### config.mk
export PLATFORM = sky130hd
export DESIGN_NAME = minimig_m68k_initiator_flat
export DESIGN_NICKNAME = d
export VERILOG_FILES = /design/src/rtl/minimig_m68k_initiator_if.sv /design/src/rtl/minimig_m68k_initiator.sv /design/src/flat_wrapper.sv
export SDC_FILE = /design/constraint.sdc
export NUM_CORES = 1
export LEC_CHECK = 0
export BUFFER_PORTS_ARGS = -buffer_cell sky130_fd_sc_hd__buf_2
export CORE_ASPECT_RATIO = 1.4
export CORE_MARGIN = 4
export CORE_UTILIZATION = 37
export CTS_CLUSTER_DIAMETER = 120
export DETAILED_ROUTE_END_ITERATION = 6
export PLACE_DENSITY = 0.66
export SYNTH_ARGS = -nofsm -noshare
export SYNTH_HDL_FRONTEND = slang
export SYNTH_SLANG_ARGS = --single-unit
### constraint.sdc
create_clock -name clk -period 1.9 [get_ports clk]
set_input_delay 0 -clock clk [delete_from_list [all_inputs] [get_ports clk]]
set_output_delay 0 -clock clk [all_outputs]
set_load 0.01 [all_outputs]
### src/rtl/minimig_m68k_initiator_if.sv
// minimig_m68k_initiator_if
//   CPU-side bus pins of the Minimig 68000 bus, as driven by an initiator
//   running asynchronous 68000-style bus cycles.
//
//   _as          address strobe, low while a cycle is addressed
//   _uds, _lds   upper/lower data strobes
//   r_w          1 = read, 0 = write
//   address      word address [23:1]
//   data_out     write data from the initiator
//   data_oe      initiator drives data_out
//   data_in      read data from the responder
//   _dtack       data acknowledge from the responder (asynchronous)
//
//   master modport: the initiator side. slave modport: the responder side.
interface minimig_m68k_initiator_if;
  logic        _as;
  logic        _uds;
  logic        _lds;
  logic        r_w;
  logic [23:1] address;
  logic [15:0] data_out;
  logic        data_oe;
  logic [15:0] data_in;
  logic        _dtack;

  modport master (
    output _as, _uds, _lds, r_w, address, data_out, data_oe,
    input  data_in, _dtack
  );

  modport slave (
    input  _as, _uds, _lds, r_w, address, data_out, data_oe,
    output data_in, _dtack
  );
endinterface

### src/rtl/minimig_m68k_initiator.sv
// minimig_m68k_initiator
//   Bus master that runs one 68000-style asynchronous bus cycle per host/DMA
//   request on the Minimig CPU-side bus while the CPU is halted. A single
//   word request is turned into address, strobe and data phases S0..S7,
//   with wait states inserted until the responder asserts _dtack.
//
//   Ports
//     clk        28 MHz system clock
//     _reset     synchronous active-low reset
//     clk7_en    7 MHz enable, CPU_CLK rising half
//     clk7n_en   7 MHz enable, CPU_CLK falling half
//     req        request, held high until req_ack or req_err
//     req_we     1 = write, 0 = read
//     req_bs     byte selects [1]=upper [0]=lower, 00 is rejected
//     req_adr    word address [23:1]
//     req_wdat   write data
//     req_rdat   read data, valid with req_ack
//     req_ack    one-clk pulse, cycle complete
//     req_err    one-clk pulse, cycle aborted or illegal byte selects
//     busy       high from accept until ack/err
//     bus        CPU bus pins (master modport)
//
//   Parameters
//     TIMEOUT_W  width of the wait-state counter
//     TIMEOUT    wait ticks before abort
//
//   Build option
//     BUS_TIMEOUT_EN  when defined, a wait-state counter aborts a cycle that
//                     has spent TIMEOUT ticks in WAIT; the request then ends
//                     with req_err and req_rdat is left untouched. When not
//                     defined, WAIT lasts until _dtack.
//
//   A tick is clk7_en | clk7n_en; every bus phase advances on ticks only.
//   Each state is entered on a tick and its actions take effect on entry,
//   except that strobe release is done on the tick that ends S7.
//
//   state | meaning
//   ------+-----------------------------------------------------------
//   IDLE  | waiting for req on a clk7_en tick
//   S0    | address and r_w driven, strobes high
//   S1    | address setup
//   S2    | _as low; read data strobes low
//   S3    | write data driven, data_oe high
//   S4    | write data strobes low; _dtack sampled at its end
//   WAIT  | wait states until _dtack (or timeout)
//   S5    | data phase
//   S6    | read data captured at its end
//   S7    | strobes and r_w released at its end
//   DONE  | data_oe off, ack/err pulse, back to IDLE
module minimig_m68k_initiator #(
  parameter int TIMEOUT_W = 8,
  parameter int TIMEOUT   = 200
) (
  input  logic                    clk,
  input  logic                    _reset,
  input  logic                    clk7_en,
  input  logic                    clk7n_en,
  input  logic                    req,
  input  logic                    req_we,
  input  logic [1:0]              req_bs,
  input  logic [23:1]             req_adr,
  input  logic [15:0]             req_wdat,
  output logic [15:0]             req_rdat,
  output logic                    req_ack,
  output logic                    req_err,
  output logic                    busy,
  minimig_m68k_initiator_if.master bus
);

  // The counter must be able to hold TIMEOUT-1 and the limit must be nonzero.
  if (TIMEOUT < 1 || TIMEOUT > (1 << TIMEOUT_W)) begin : g_timeout_range
    $error("minimig_m68k_initiator: TIMEOUT out of range for TIMEOUT_W");
  end

  typedef enum logic [3:0] {
    ST_IDLE,
    ST_S0,
    ST_S1,
    ST_S2,
    ST_S3,
    ST_S4,
    ST_WAIT,
    ST_S5,
    ST_S6,
    ST_S7,
    ST_DONE
  } state_t;

  state_t      state;
  logic        tick;
  logic        dtack_s1;
  logic        dtack_s2;
  logic        lat_we;
  logic [1:0]  lat_bs;
  logic [15:0] lat_wdat;

`ifdef BUS_TIMEOUT_EN
  localparam logic [TIMEOUT_W-1:0] WAIT_LAST = TIMEOUT_W'(TIMEOUT - 1);
  logic [TIMEOUT_W-1:0] wait_cnt;
  logic                 timed_out;
`endif

  assign tick = clk7_en | clk7n_en;

  // _dtack comes from an unrelated responder; resynchronise before use.
  always_ff @(posedge clk) begin
    if (!_reset) begin
      dtack_s1 <= 1'b1;
      dtack_s2 <= 1'b1;
    end else begin
      dtack_s1 <= bus._dtack;
      dtack_s2 <= dtack_s1;
    end
  end

  always_ff @(posedge clk) begin
    if (!_reset) begin
      state        <= ST_IDLE;
      lat_we       <= 1'b0;
      lat_bs       <= 2'b00;
      lat_wdat     <= '0;
      bus._as      <= 1'b1;
      bus._uds     <= 1'b1;
      bus._lds     <= 1'b1;
      bus.r_w      <= 1'b1;
      bus.address  <= '0;
      bus.data_out <= '0;
      bus.data_oe  <= 1'b0;
      req_rdat     <= '0;
      req_ack      <= 1'b0;
      req_err      <= 1'b0;
      busy         <= 1'b0;
`ifdef BUS_TIMEOUT_EN
      wait_cnt     <= '0;
      timed_out    <= 1'b0;
`endif
    end else begin
      req_ack <= 1'b0;
      req_err <= 1'b0;

      case (state)
        ST_IDLE: begin
          if (clk7_en && req) begin
            if (req_bs == 2'b00) begin
              // Nothing to strobe: reject without touching the bus.
              req_err <= 1'b1;
            end else begin
              lat_we      <= req_we;
              lat_bs      <= req_bs;
              lat_wdat    <= req_wdat;
              bus.address <= req_adr;
              bus.r_w     <= ~req_we;
              busy        <= 1'b1;
              state       <= ST_S0;
`ifdef BUS_TIMEOUT_EN
              wait_cnt    <= '0;
              timed_out   <= 1'b0;
`endif
            end
          end
        end

        ST_S0: begin
          if (tick) state <= ST_S1;
        end

        ST_S1: begin
          if (tick) begin
            state   <= ST_S2;
            bus._as <= 1'b0;
            if (!lat_we) begin
              bus._uds <= ~lat_bs[1];
              bus._lds <= ~lat_bs[0];
            end
          end
        end

        ST_S2: begin
          if (tick) begin
            state <= ST_S3;
            if (lat_we) begin
              bus.data_out <= lat_wdat;
              bus.data_oe  <= 1'b1;
            end
          end
        end

        ST_S3: begin
          if (tick) begin
            state <= ST_S4;
            if (lat_we) begin
              bus._uds <= ~lat_bs[1];
              bus._lds <= ~lat_bs[0];
            end
          end
        end

        // Accept is always on clk7_en, so the tick that ends S4 is clk7n_en.
        ST_S4: begin
          if (tick) state <= dtack_s2 ? ST_WAIT : ST_S5;
        end

        // _dtack is only looked at on clk7n_en so wait states come in whole
        // 7 MHz clocks; a late _dtack wins over a timeout on the same tick.
        ST_WAIT: begin
          if (tick) begin
            if (clk7n_en && !dtack_s2) begin
              state <= ST_S5;
            end
`ifdef BUS_TIMEOUT_EN
            else if (wait_cnt == WAIT_LAST) begin
              state     <= ST_S7;
              timed_out <= 1'b1;
            end
            wait_cnt <= wait_cnt + 1'b1;
`endif
          end
        end

        ST_S5: begin
          if (tick) state <= ST_S6;
        end

        ST_S6: begin
          if (tick) begin
            state <= ST_S7;
            if (!lat_we) req_rdat <= bus.data_in;
          end
        end

        ST_S7: begin
          if (tick) begin
            state    <= ST_DONE;
            bus._as  <= 1'b1;
            bus._uds <= 1'b1;
            bus._lds <= 1'b1;
            bus.r_w  <= 1'b1;
          end
        end

        ST_DONE: begin
          state       <= ST_IDLE;
          bus.data_oe <= 1'b0;
          busy        <= 1'b0;
`ifdef BUS_TIMEOUT_EN
          if (timed_out) req_err <= 1'b1;
          else           req_ack <= 1'b1;
`else
          req_ack <= 1'b1;
`endif
        end

        default: state <= ST_IDLE;
      endcase
    end
  end

endmodule
### src/flat_wrapper.sv
// flat-port wrapper written by rule: the top's interface ports become plain ports
module minimig_m68k_initiator_flat 
#(
  parameter int TIMEOUT_W = 8,
  parameter int TIMEOUT   = 200
)
  (clk, _reset, clk7_en, clk7n_en, req, req_we, req_bs, req_adr, req_wdat, req_rdat, req_ack, req_err, busy, bus__as, bus__uds, bus__lds, bus_r_w, bus_address, bus_data_out, bus_data_oe, bus_data_in, bus__dtack);
  minimig_m68k_initiator_if bus_i ();
  input  logic clk;
  input  logic _reset;
  input  logic clk7_en;
  input  logic clk7n_en;
  input  logic req;
  input  logic req_we;
  input  logic [1:0] req_bs;
  input  logic [23:1] req_adr;
  input  logic [15:0] req_wdat;
  output logic [15:0] req_rdat;
  output logic req_ack;
  output logic req_err;
  output logic busy;
  output wire logic [$bits(bus_i._as)-1:0] bus__as;
  output wire logic [$bits(bus_i._uds)-1:0] bus__uds;
  output wire logic [$bits(bus_i._lds)-1:0] bus__lds;
  output wire logic [$bits(bus_i.r_w)-1:0] bus_r_w;
  output wire logic [$bits(bus_i.address)-1:0] bus_address;
  output wire logic [$bits(bus_i.data_out)-1:0] bus_data_out;
  output wire logic [$bits(bus_i.data_oe)-1:0] bus_data_oe;
  input wire logic [$bits(bus_i.data_in)-1:0] bus_data_in;
  input wire logic [$bits(bus_i._dtack)-1:0] bus__dtack;
  assign bus__as = bus_i._as;
  assign bus__uds = bus_i._uds;
  assign bus__lds = bus_i._lds;
  assign bus_r_w = bus_i.r_w;
  assign bus_address = bus_i.address;
  assign bus_data_out = bus_i.data_out;
  assign bus_data_oe = bus_i.data_oe;
  assign bus_i.data_in = bus_data_in;
  assign bus_i._dtack = bus__dtack;
  minimig_m68k_initiator #(.TIMEOUT_W(TIMEOUT_W), .TIMEOUT(TIMEOUT)) u_core (.clk(clk), ._reset(_reset), .clk7_en(clk7_en), .clk7n_en(clk7n_en), .req(req), .req_we(req_we), .req_bs(req_bs), .req_adr(req_adr), .req_wdat(req_wdat), .req_rdat(req_rdat), .req_ack(req_ack), .req_err(req_err), .busy(busy), .bus(bus_i));
endmodule
==> run metrics, run 1 <==
power density normalized to cell area a little under 1000 nW/um^2; Pre-antenna DRT Iters 4; area growth from synthesis to layout 53.1%; DRC marker count from the first detailed-route iteration ~110; transition time of the tightest slew-check pin around 0.53 ns; net total in the final layout 640; hold buffers post-CTS slightly above 60; post-cts gate resize count 0; most frequent cells in the layout sky130_fd_sc_hd__nand2_1 (126), sky130_fd_sc_hd__buf_2 (126), sky130_fd_sc_hd__dfxtp_1 (88), sky130_fd_sc_hd__a21oi_1 (63), sky130_fd_sc_hd__dlygate4sd3_1 (61); total die area ~10,000 sq um; Worst-Skew Late Latency roughly 0.33 ns; via count of the first global-routing pass about 3,200; post-synthesis sequential area ratio a little over half; average cell area after synthesis approximately 8.5 sq um; top cells by area, synth sky130_fd_sc_hd__dfxtp_1 (54%), sky130_fd_sc_hd__nand2_1 (14%), sky130_fd_sc_hd__a21oi_1 (9.6%); final setup TNS 0 ns; Routed Wire Length between 9 and 10 mm; Placement Rows 40; leakage power summed over all cells 2.14 nW; wire length of the first global-routing pass roughly 15 mm; classification of the worst setup path register to register; cell-by-cell listing of the critical path or4_4 > o32ai_2 > a22o_4 > mux2i_1 > a21oi_1; Tightest Hold Check Type primary input to register; maximum capacitance violations 0; number of clock sinks seen by CTS 88; deepest clock path buffer count 2; period utilization 94.4%; global route total overflow 0; logic depth of the worst path, buffers included 5; shortest clock period the worst path allows after layout 1.79 ns; master cell of the clock root buffer sky130_fd_sc_hd__clkbuf_16; proportion of netlist area held by the largest area contributor between 50% and 60%; Worst-path clk slew approximately 0.060 ns; Finish-stage setup viols 0; worst path arrival time approximately 2.0 ns; cell area after technology mapping ~3300 sq um; CTS tree done; worst slew margin relative to its limit between 60% and 70%; ratio of cells with drive above 1 in the final layout between 20% and 30%; largest delay contributor family on the critical path compound AO/OA/AOI/OAI gates; DR WL/cell between 10 and 15 um; result of the run finished, final reports clean; Ports 127; hold-critical path depth 3; HPWL reported at the end of detailed placement around 6.0 mm; final routed DRC violation total 0; end-of-flow core utilization ~60%; Num CTS Buffers 9; most area-hungry cell type in the Yosys netlist sky130_fd_sc_hd__dfxtp_1; initial core utilization a little under two fifths; crit path max-delay cell type sky130_fd_sc_hd__or4_4; WP buf/inv 0; weighted congestion at the end of routability-driven global placement slightly below 0.8; count of placed standard cells including taps a little over 600; via/cell ratio about 4.7; count of H-tree levels built during CTS 3; core footprint 8610 sq um; number of port buffers roughly 130; final count of hold timing violations 0; Die W slightly below 90 um; vertical die dimension about 120 um; unrepaired setup endpoints after global routing no; Yosys cell types 34; worst-case reg-to-reg path depth 5; kind of start point of the critical path register; synthesized net count 452; maximum net fanout on the critical path 5; overall routing resource usage between 10% and 20%; final count of pins violating max slew 0; Yosys warnings 0; worst clock skew 0.00519 ns; initial antenna violation count 0; type of destination of the critical path register; remaining number of nets flagged by the antenna check after routing 0; count of non-filler cells in the finished layout a little under 700; setup bufs post-CTS 0; upper clock frequency limit around 0.56 GHz; data required time of the critical path ~2.1 ns; largest net degree at the start of global routing 33; maximum resistive drop on vdd between 0.0005 and 0.0006 V; largest stage delay on the critical path approximately 0.55 ns; number of synthesized register bits 88; Synth Instances just under 400; vias 3,229
-- area by class of cell --
cell class,instances,area [sq um]
Multi-Input combinational cell,271,1370
Tap cell,105,131
Inverter,3,11.3
Timing Repair Buffer,203,1410
Antenna cell,1,2.50
Fill cell,783,3580
Clock buffer,10,229
Sequential cell,88,1760
Clock inverter,6,108
-- cells in the mapped netlist, drive strengths merged --
master	number
dfxtp	88
nor2	28
o32ai	2
buf	9
and3	2
nor3b	2
o21ai	5
o41ai	1
nor3	2
or4	2
mux2i	21
inv	3
clkbuf	17
and4bb	1
nand2b	4
o31a	1
or2	1
nand3b	1
and3b	1
a32oi	1
o211ai	2
nor4	1
a22o	1
nand2	126
nand3	3
a21oi	63
-- final timing paths --
check	slack, ns	endpoint	start
max	0.11	u_core.state[1]	u_core.state[3]
min reg2reg	0.41	u_core.dtack_s2	u_core.dtack_s1
min	0.09	u_core.bus._as	clk7n_en
max reg2reg	0.11	u_core.state[1]	u_core.state[3]
-- cell families after synthesis --
group                  after synthesis  share of synthesized area (%)
AND/OR/NAND/NOR                    174                           22.4
buffers and inverters               29                           4.57
flip-flops                          88                           53.7
multiplexers                        21                           6.40
AO/OA/AOI/OAI                       76                           12.9
-- layer usage --
| layer | wire, um | track usage, % | up-vias | share of wire [%] |
|---|---|---|---|---|
| met3 | 482 | 3.25 | 18 | 5.3 |
| met4 | 221 | 8.35 | 0 | 2.4 |
| met5 | 0 | 0 | - | 0 |
| met1 | 3550 | 19.5 | 1463 | 39 |
| met2 | 4840 | 31.9 | 95 | 53 |
| li1 | - | - | 1653 | - |
-- report_power, final --
group | switching (W) | internal, W | total (W)
clock network | 0.000684 | 0.00128 | 0.00196
registers | 0.0000679 | 0.00198 | 0.00204
logic | 0.000507 | 0.000474 | 0.000980
-- registers in the layout, indices dropped and copies added, names as in the netlist --
name                 cells
u_core.bus._as           1
u_core.bus._lds          1
u_core.bus._uds          1
u_core.bus.address      23
u_core.bus.data_oe       1
u_core.bus.data_out     16
u_core.bus.r_w           1
u_core.busy              1
u_core.dtack_s1          1
u_core.dtack_s2          1
u_core.lat_bs            2
u_core.lat_wdat         16
u_core.lat_we            1
u_core.req_ack           1
u_core.req_err           1
u_core.req_rdat         16
u_core.state             4
-- through the flow --
step	total power, W	worst slack [ns]	area, sq um	hold slack [ns]
finish	0.00499	0.107	5030	0.0906
global route	0.00522	0.0405	5020	0.130
CTS	0.00505	0.0974	5020	0.0729
detailed placement	0.00297	0.108	4080	0.197
global placement	0.00294	0.147	4080	0.196
floorplan	0.00265	0.210	3280	0.101
-- worst min-delay path, stage by stage --
cell and delay (ns):
sky130_fd_sc_hd__buf_2 0.11, sky130_fd_sc_hd__nor2_2 0.09, sky130_fd_sc_hd__o211ai_1 0.18
Note: power is estimated with default switching activity, not from simulation.
==> inputs of run 2 (changes only) <==
--- a/config.mk
+++ b/config.mk
@@ -9,6 +9,7 @@
 export CORE_ASPECT_RATIO = 1.4
 export CORE_MARGIN = 4
 export CORE_UTILIZATION = 37
+export CTS_BUF_LIST = sky130_fd_sc_hd__clkbuf_2
 export CTS_CLUSTER_DIAMETER = 120
 export DETAILED_ROUTE_END_ITERATION = 6
 export PLACE_DENSITY = 0.66
==> run 2 against run 1 <==
Compared with the run above: core utilization down 1.7 points; critical path depth unchanged; hold slack worse by 0.023 ns; largest cell class unchanged; clock-buffer cell count unchanged; global-route usage up 0.11 points; clock power down 39%; combinational power about the same; sequential power about the same; sequential share of layout area up 1.1 points; total power down 15%; sequential cell count unchanged.
==> run metrics, run 2 (same netlist as run 1, synthesis figures left out) <==
vias between 3,000 and 4,000; shortest clock period the worst path allows after layout around 1.8 ns; unrepaired setup endpoints after global routing no; via count of the first global-routing pass 3,245; master cell of the clock root buffer sky130_fd_sc_hd__clkbuf_2; final count of hold timing violations 0; period utilization a little over nine tenths; most frequent cells in the layout sky130_fd_sc_hd__nand2_1 (126), sky130_fd_sc_hd__buf_2 (126), sky130_fd_sc_hd__dfxtp_1 (88), sky130_fd_sc_hd__dlygate4sd3_1 (64), sky130_fd_sc_hd__a21oi_1 (63); filler cell count in the final layout 811; total die area 10,500 sq um; area growth from synthesis to layout 48.6%; Worst Setup Slack, final roughly 0.093 ns; final count of pins violating max slew 0; leakage power summed over all cells around 2.1 nW; largest net degree at the start of global routing 33; Num CTS Buffers 9; vertical die dimension 119 um; number of clock sinks seen by CTS just under 90; DRC marker count from the first detailed-route iteration 120; cell-by-cell listing of the critical path or4_4 > o32ai_2 > a22o_4 > mux2i_1 > a21oi_1; maximum net fanout on the critical path 5; Placement Rows 40; net total in the final layout around 640; initial core utilization 38.1%; DR WL/cell between 10 and 15 um; setup bufs post-CTS 0; data required time of the critical path between 2 and 2.5 ns; worst slack at placement ~0.11 ns; upper clock frequency limit around 0.55 GHz; classification of the worst setup path register to register; Pre-antenna DRT Iters 4; type of destination of the critical path register; largest stage delay on the critical path 0.55 ns; weighted congestion at the end of routability-driven global placement roughly 0.79; Worst-path clk slew between 0.2 and 0.25 ns; worst path arrival time around 2.3 ns; Worst-Skew Late Latency 0.55 ns; register with the most flip-flops u_core.bus.address; worst slew margin relative to its limit 64.8%; max FFs per register 23; global route total overflow 0; deepest clock path buffer count 2; remaining number of nets flagged by the antenna check after routing 0; worst clock skew about 0.027 ns; initial antenna violation count 0; HPWL reported at the end of detailed placement ~6.0 mm; result of the run finished, final reports clean; count of H-tree levels built during CTS 3; count of non-filler cells in the finished layout approximately 690; Antenna diodes 0; Ports approximately 130; crit path max-delay cell type sky130_fd_sc_hd__or4_4; kind of start point of the critical path register; wire length of the first global-routing pass roughly 15 mm; core footprint between 8000 and 9000 sq um; CTS tree done; maximum resistive drop on vdd 0.000491 V; ratio of cells with drive above 1 in the final layout between 20% and 30%; Routed Wire Length about 9 mm; overall routing resource usage between 10% and 20%; maximum capacitance violations 0; Tightest Hold Check Type primary input to register; Die W about 88 um; number of port buffers 126; final routed DRC violation total 0; via/cell ratio ~4.8; end-of-flow core utilization a little under three fifths; transition time of the tightest slew-check pin 0.527 ns; count of placed standard cells including taps just over 600; power density normalized to cell area about 860 nW/um^2; final setup TNS 0 ns; Finish-stage setup viols 0
-- run 2: metal layers --
metal | wire length, um | GRT usage, % | share of wire (%)
met1 | 3580 | 19.6 | 39
met2 | 4690 | 31.0 | 51
met3 | 530 | 4.08 | 5.8
met4 | 317 | 9.40 | 3.5
met5 | 0 | 0 | 0
-- run 2: final cells by class --
cell class              instances  area, sq um  area share [%]
clock inverters                 6          108            2.21
multi-input cells             271         1370            28.2
clock buffers                  10         50.0            1.03
well taps                     105          131            2.69
inverters                       3         11.3           0.231
repair buffers                206         1440            29.6
flip-flops and latches         88         1760            36.1
-- run 2: critical path: cells and delay by family, from the launching register on --
| family | cells | cell delay (ns) |
|---|---|---|
| AOI/OAI and AO/OA | 3 | 0.59 |
| DFF | 1 | 0.37 |
| muxes | 1 | 0.20 |
| and+or+nand+nor | 1 | 0.55 |
-- run 2: per-stage QoR --
stage / cell area (sq um) / hold slack, ns / power [W]
after floorplan: 3280 / 0.101 / 0.00265
final: 4880 / 0.0679 / 0.00422
after detailed placement: 4080 / 0.197 / 0.00297
after global placement: 4080 / 0.196 / 0.00294
after global routing: 4880 / 0.0460 / 0.00445
after CTS: 4870 / 0.00330 / 0.00427
-- run 2: what timing repair did --
item / 4_1_cts / 5_1_grt
hold buffers: 64 / 0
hold endpoints to repair: 67 / 0
resized for setup: 0 / 1
endpoints found under the setup margin: 0 / 35
-- run 2: path summary, 6_finish.rpt --
check / from / endpoint / slack, ns / cells after the start
worst max register to register: u_core.state[3] / u_core.state[1] / 0.09 / 5
worst min register to register: u_core.dtack_s1 / u_core.dtack_s2 / 0.44 / 1
worst max-delay path: u_core.state[3] / u_core.state[1] / 0.09 / 5
worst min-delay path: clk7_en / u_core.state[0] / 0.07 / 6
-- run 2: power breakdown --
group	internal (W)	switching, W
combinational	0.000478	0.000505
clock	0.000567	0.000620
sequential	0.00198	0.0000676
==> inputs of run 3 (changes only) <==
==> constraint.sdc (replaced) <==
create_clock -name clk -period 1.9 [get_ports clk]
set_input_delay 0.19 -clock clk [delete_from_list [all_inputs] [get_ports clk]]
set_output_delay 0.19 -clock clk [all_outputs]
set_load 0.01 [all_outputs]
==> run 3 against run 2 <==
Compared with the run above: hold slack gained 0.12 ns; via count increased by 0.21%; clock-buffer cell count down 1; critical endpoint is now u_core.state[2]; core utilization down 0.62 points; setup slack improved by 0.031 ns; combinational power about the same; routed wire length is 2.2% higher; global-route usage increased by 0.57 points.
==> run metrics, run 3 (same netlist as run 1, synthesis figures left out) <==
result of the run finished, final reports clean; Flop pwr share 53.2%; number of clock sinks seen by CTS 88; R2R Setup Slk between 0.1 and 0.15 ns; setup bufs post-CTS 0; max FFs per register 23; register with the most flip-flops u_core.bus.address; weighted congestion at the end of routability-driven global placement 0.785; shortest clock period the worst path allows after layout about 1.8 ns; DRC marker count from the first detailed-route iteration 89; vias ~3,300; post-cts gate resize count 0; overall routing resource usage 18.4%; WP buf/inv 0; Num CTS Buffers 9; count of H-tree levels built during CTS 3; initial antenna violation count 0; Worst Setup Slack, final 0.124 ns; core footprint between 8000 and 9000 sq um; deepest clock path buffer count 2; Placement Rows 40; Routed Wire Length between 9 and 10 mm; maximum capacitance violations 0; total die area approximately 10,000 sq um; final count of hold timing violations 0; worst-case reg-to-reg path depth 5; worst hold endpoint u_core.bus.r_w; final count of pins violating max slew 0; master cell of the clock root buffer sky130_fd_sc_hd__clkbuf_2; share of total power in the clock network between 20% and 30%; CTS tree done; Die W about 90 um; worst slack at placement ~0.13 ns; largest stage delay on the critical path approximately 0.55 ns; Sw Ratio between 30% and 40%; via count of the first global-routing pass approximately 3,400; crit path max-delay cell type sky130_fd_sc_hd__or4_4; Worst R2R Start u_core.state[3]; worst hold margin between 0.15 and 0.2 ns; final routed DRC violation total 0; Worst-path clk slew ~0.26 ns; remaining number of nets flagged by the antenna check after routing 0; worst path arrival time approximately 2.2 ns; kind of start point of the critical path register; DR WL/cell between 10 and 15 um; data required time of the critical path ~2.4 ns; HPWL reported at the end of detailed placement between 5 and 6 mm; cell-by-cell listing of the critical path or4_4 > o32ai_2 > a22o_4 > mux2i_1 > a21oi_1; maximum net fanout on the critical path 5; area growth from synthesis to layout 46.9%; Critical Path Start u_core.state[3]; Tightest Hold Check Type primary input to register; type of destination of the critical path register; period utilization between 90% and 100%; upper clock frequency limit roughly 0.56 GHz; transition time of the tightest slew-check pin around 0.46 ns; global route total overflow 0; Layout Cell Area excl Fill around 4800 sq um; start point of the worst min-delay path clk7_en; Power Internal 0.00263 W; ratio of cells with drive above 1 in the final layout 28.6%; leakage power summed over all cells 2.05 nW; net total in the final layout approximately 640; via/cell ratio between 4 and 5; largest net degree at the start of global routing 33; Worst-Skew Late Latency ~0.56 ns; Finish-stage setup viols 0; switching power of the nets ~0.0012 W; unrepaired setup endpoints after global routing no; classification of the worst setup path register to register; vertical die dimension approximately 120 um; Antenna diodes 0; initial core utilization around two fifths; worst slew margin relative to its limit between 60 and 70%; power density normalized to cell area between 700 and 800 nW/um^2; maximum resistive drop on vdd about 0.00049 V; worst clock skew 0.0370 ns; final setup TNS 0 ns; Ports around 130; hold-critical path depth 5; combinational fraction of design power between 20% and 30%; most frequent cells in the layout sky130_fd_sc_hd__nand2_1 (126), sky130_fd_sc_hd__buf_2 (126), sky130_fd_sc_hd__dfxtp_1 (88), sky130_fd_sc_hd__dlygate4sd3_1 (64), sky130_fd_sc_hd__a21oi_1 (63); largest delay contributor family on the critical path compound AO/OA/AOI/OAI gates; Pre-antenna DRT Iters 5; number of port buffers roughly 130; standard cell area after detailed placement between 4000 and 5000 sq um; Reg2Reg Capture Point u_core.state[2]; wire length of the first global-routing pass 15.3 mm
run 3: worst max path at each step:
stage                       endpoint  slack [ns]  cells past startpoint
2_1_floorplan        u_core.state[2]        0.21                      5
3_3_place_gp          u_core.bus.r_w        0.14                      6
3_5_place_dp          u_core.bus.r_w        0.13                      6
4_1_cts              u_core.state[2]        0.12                      5
5_1_grt        u_core.bus.address[7]        0.04                      6
6_report             u_core.state[2]        0.12                      5
run 3: routing by layer:
metal / part of all wire [%] / global-route usage, %
met5: 0 / 0
met2: 53 / 32.8
met1: 38 / 19.5
met3: 5.6 / 3.25
met4: 3.5 / 10.9
run 3: layout make-up:
type                            instances  area (sq um)
Sequential cell                        88          1760
Fill cell                             821          3780
Inverter                                3          11.3
Clock buffer                            9          45.0
Multi-Input combinational cell        271          1370
Timing Repair Buffer                  206          1450
Tap cell                              105           131
Clock inverter                          7          48.8
run 3: power by group through the flow:
stage	Combinational, W	Clock [W]	Sequential, W
floorplan	0.000542	0	0.00211
global placement	0.000868	0	0.00208
detailed placement	0.000885	0	0.00209
CTS	0.000988	0.000854	0.00205
global route	0.00109	0.000924	0.00206
finish	0.000986	0.000816	0.00205
run 3: through the flow:
step,cells,util [%],total power [W]
2_1_floorplan,388,-,0.00265
3_3_place_gp,609,47.5,0.00295
3_5_place_dp,609,47.5,0.00297
4_1_cts,689,56.0,0.00389
5_1_grt,689,56.0,0.00408
6_report,689,56.0,0.00385
run 3: worst min-delay path: cells and delay by family:
kind                   cells  cell delay, ns
AO/OA/AOI/OAI              3            0.35
buffers and inverters      1            0.11
AND/OR/NAND/NOR            1            0.10
run 3: repair_timing:
item | CTS | global route
hold endpoints to repair | 67 | 0
hold buffers | 64 | 0
setup endpoints to repair | 0 | 0
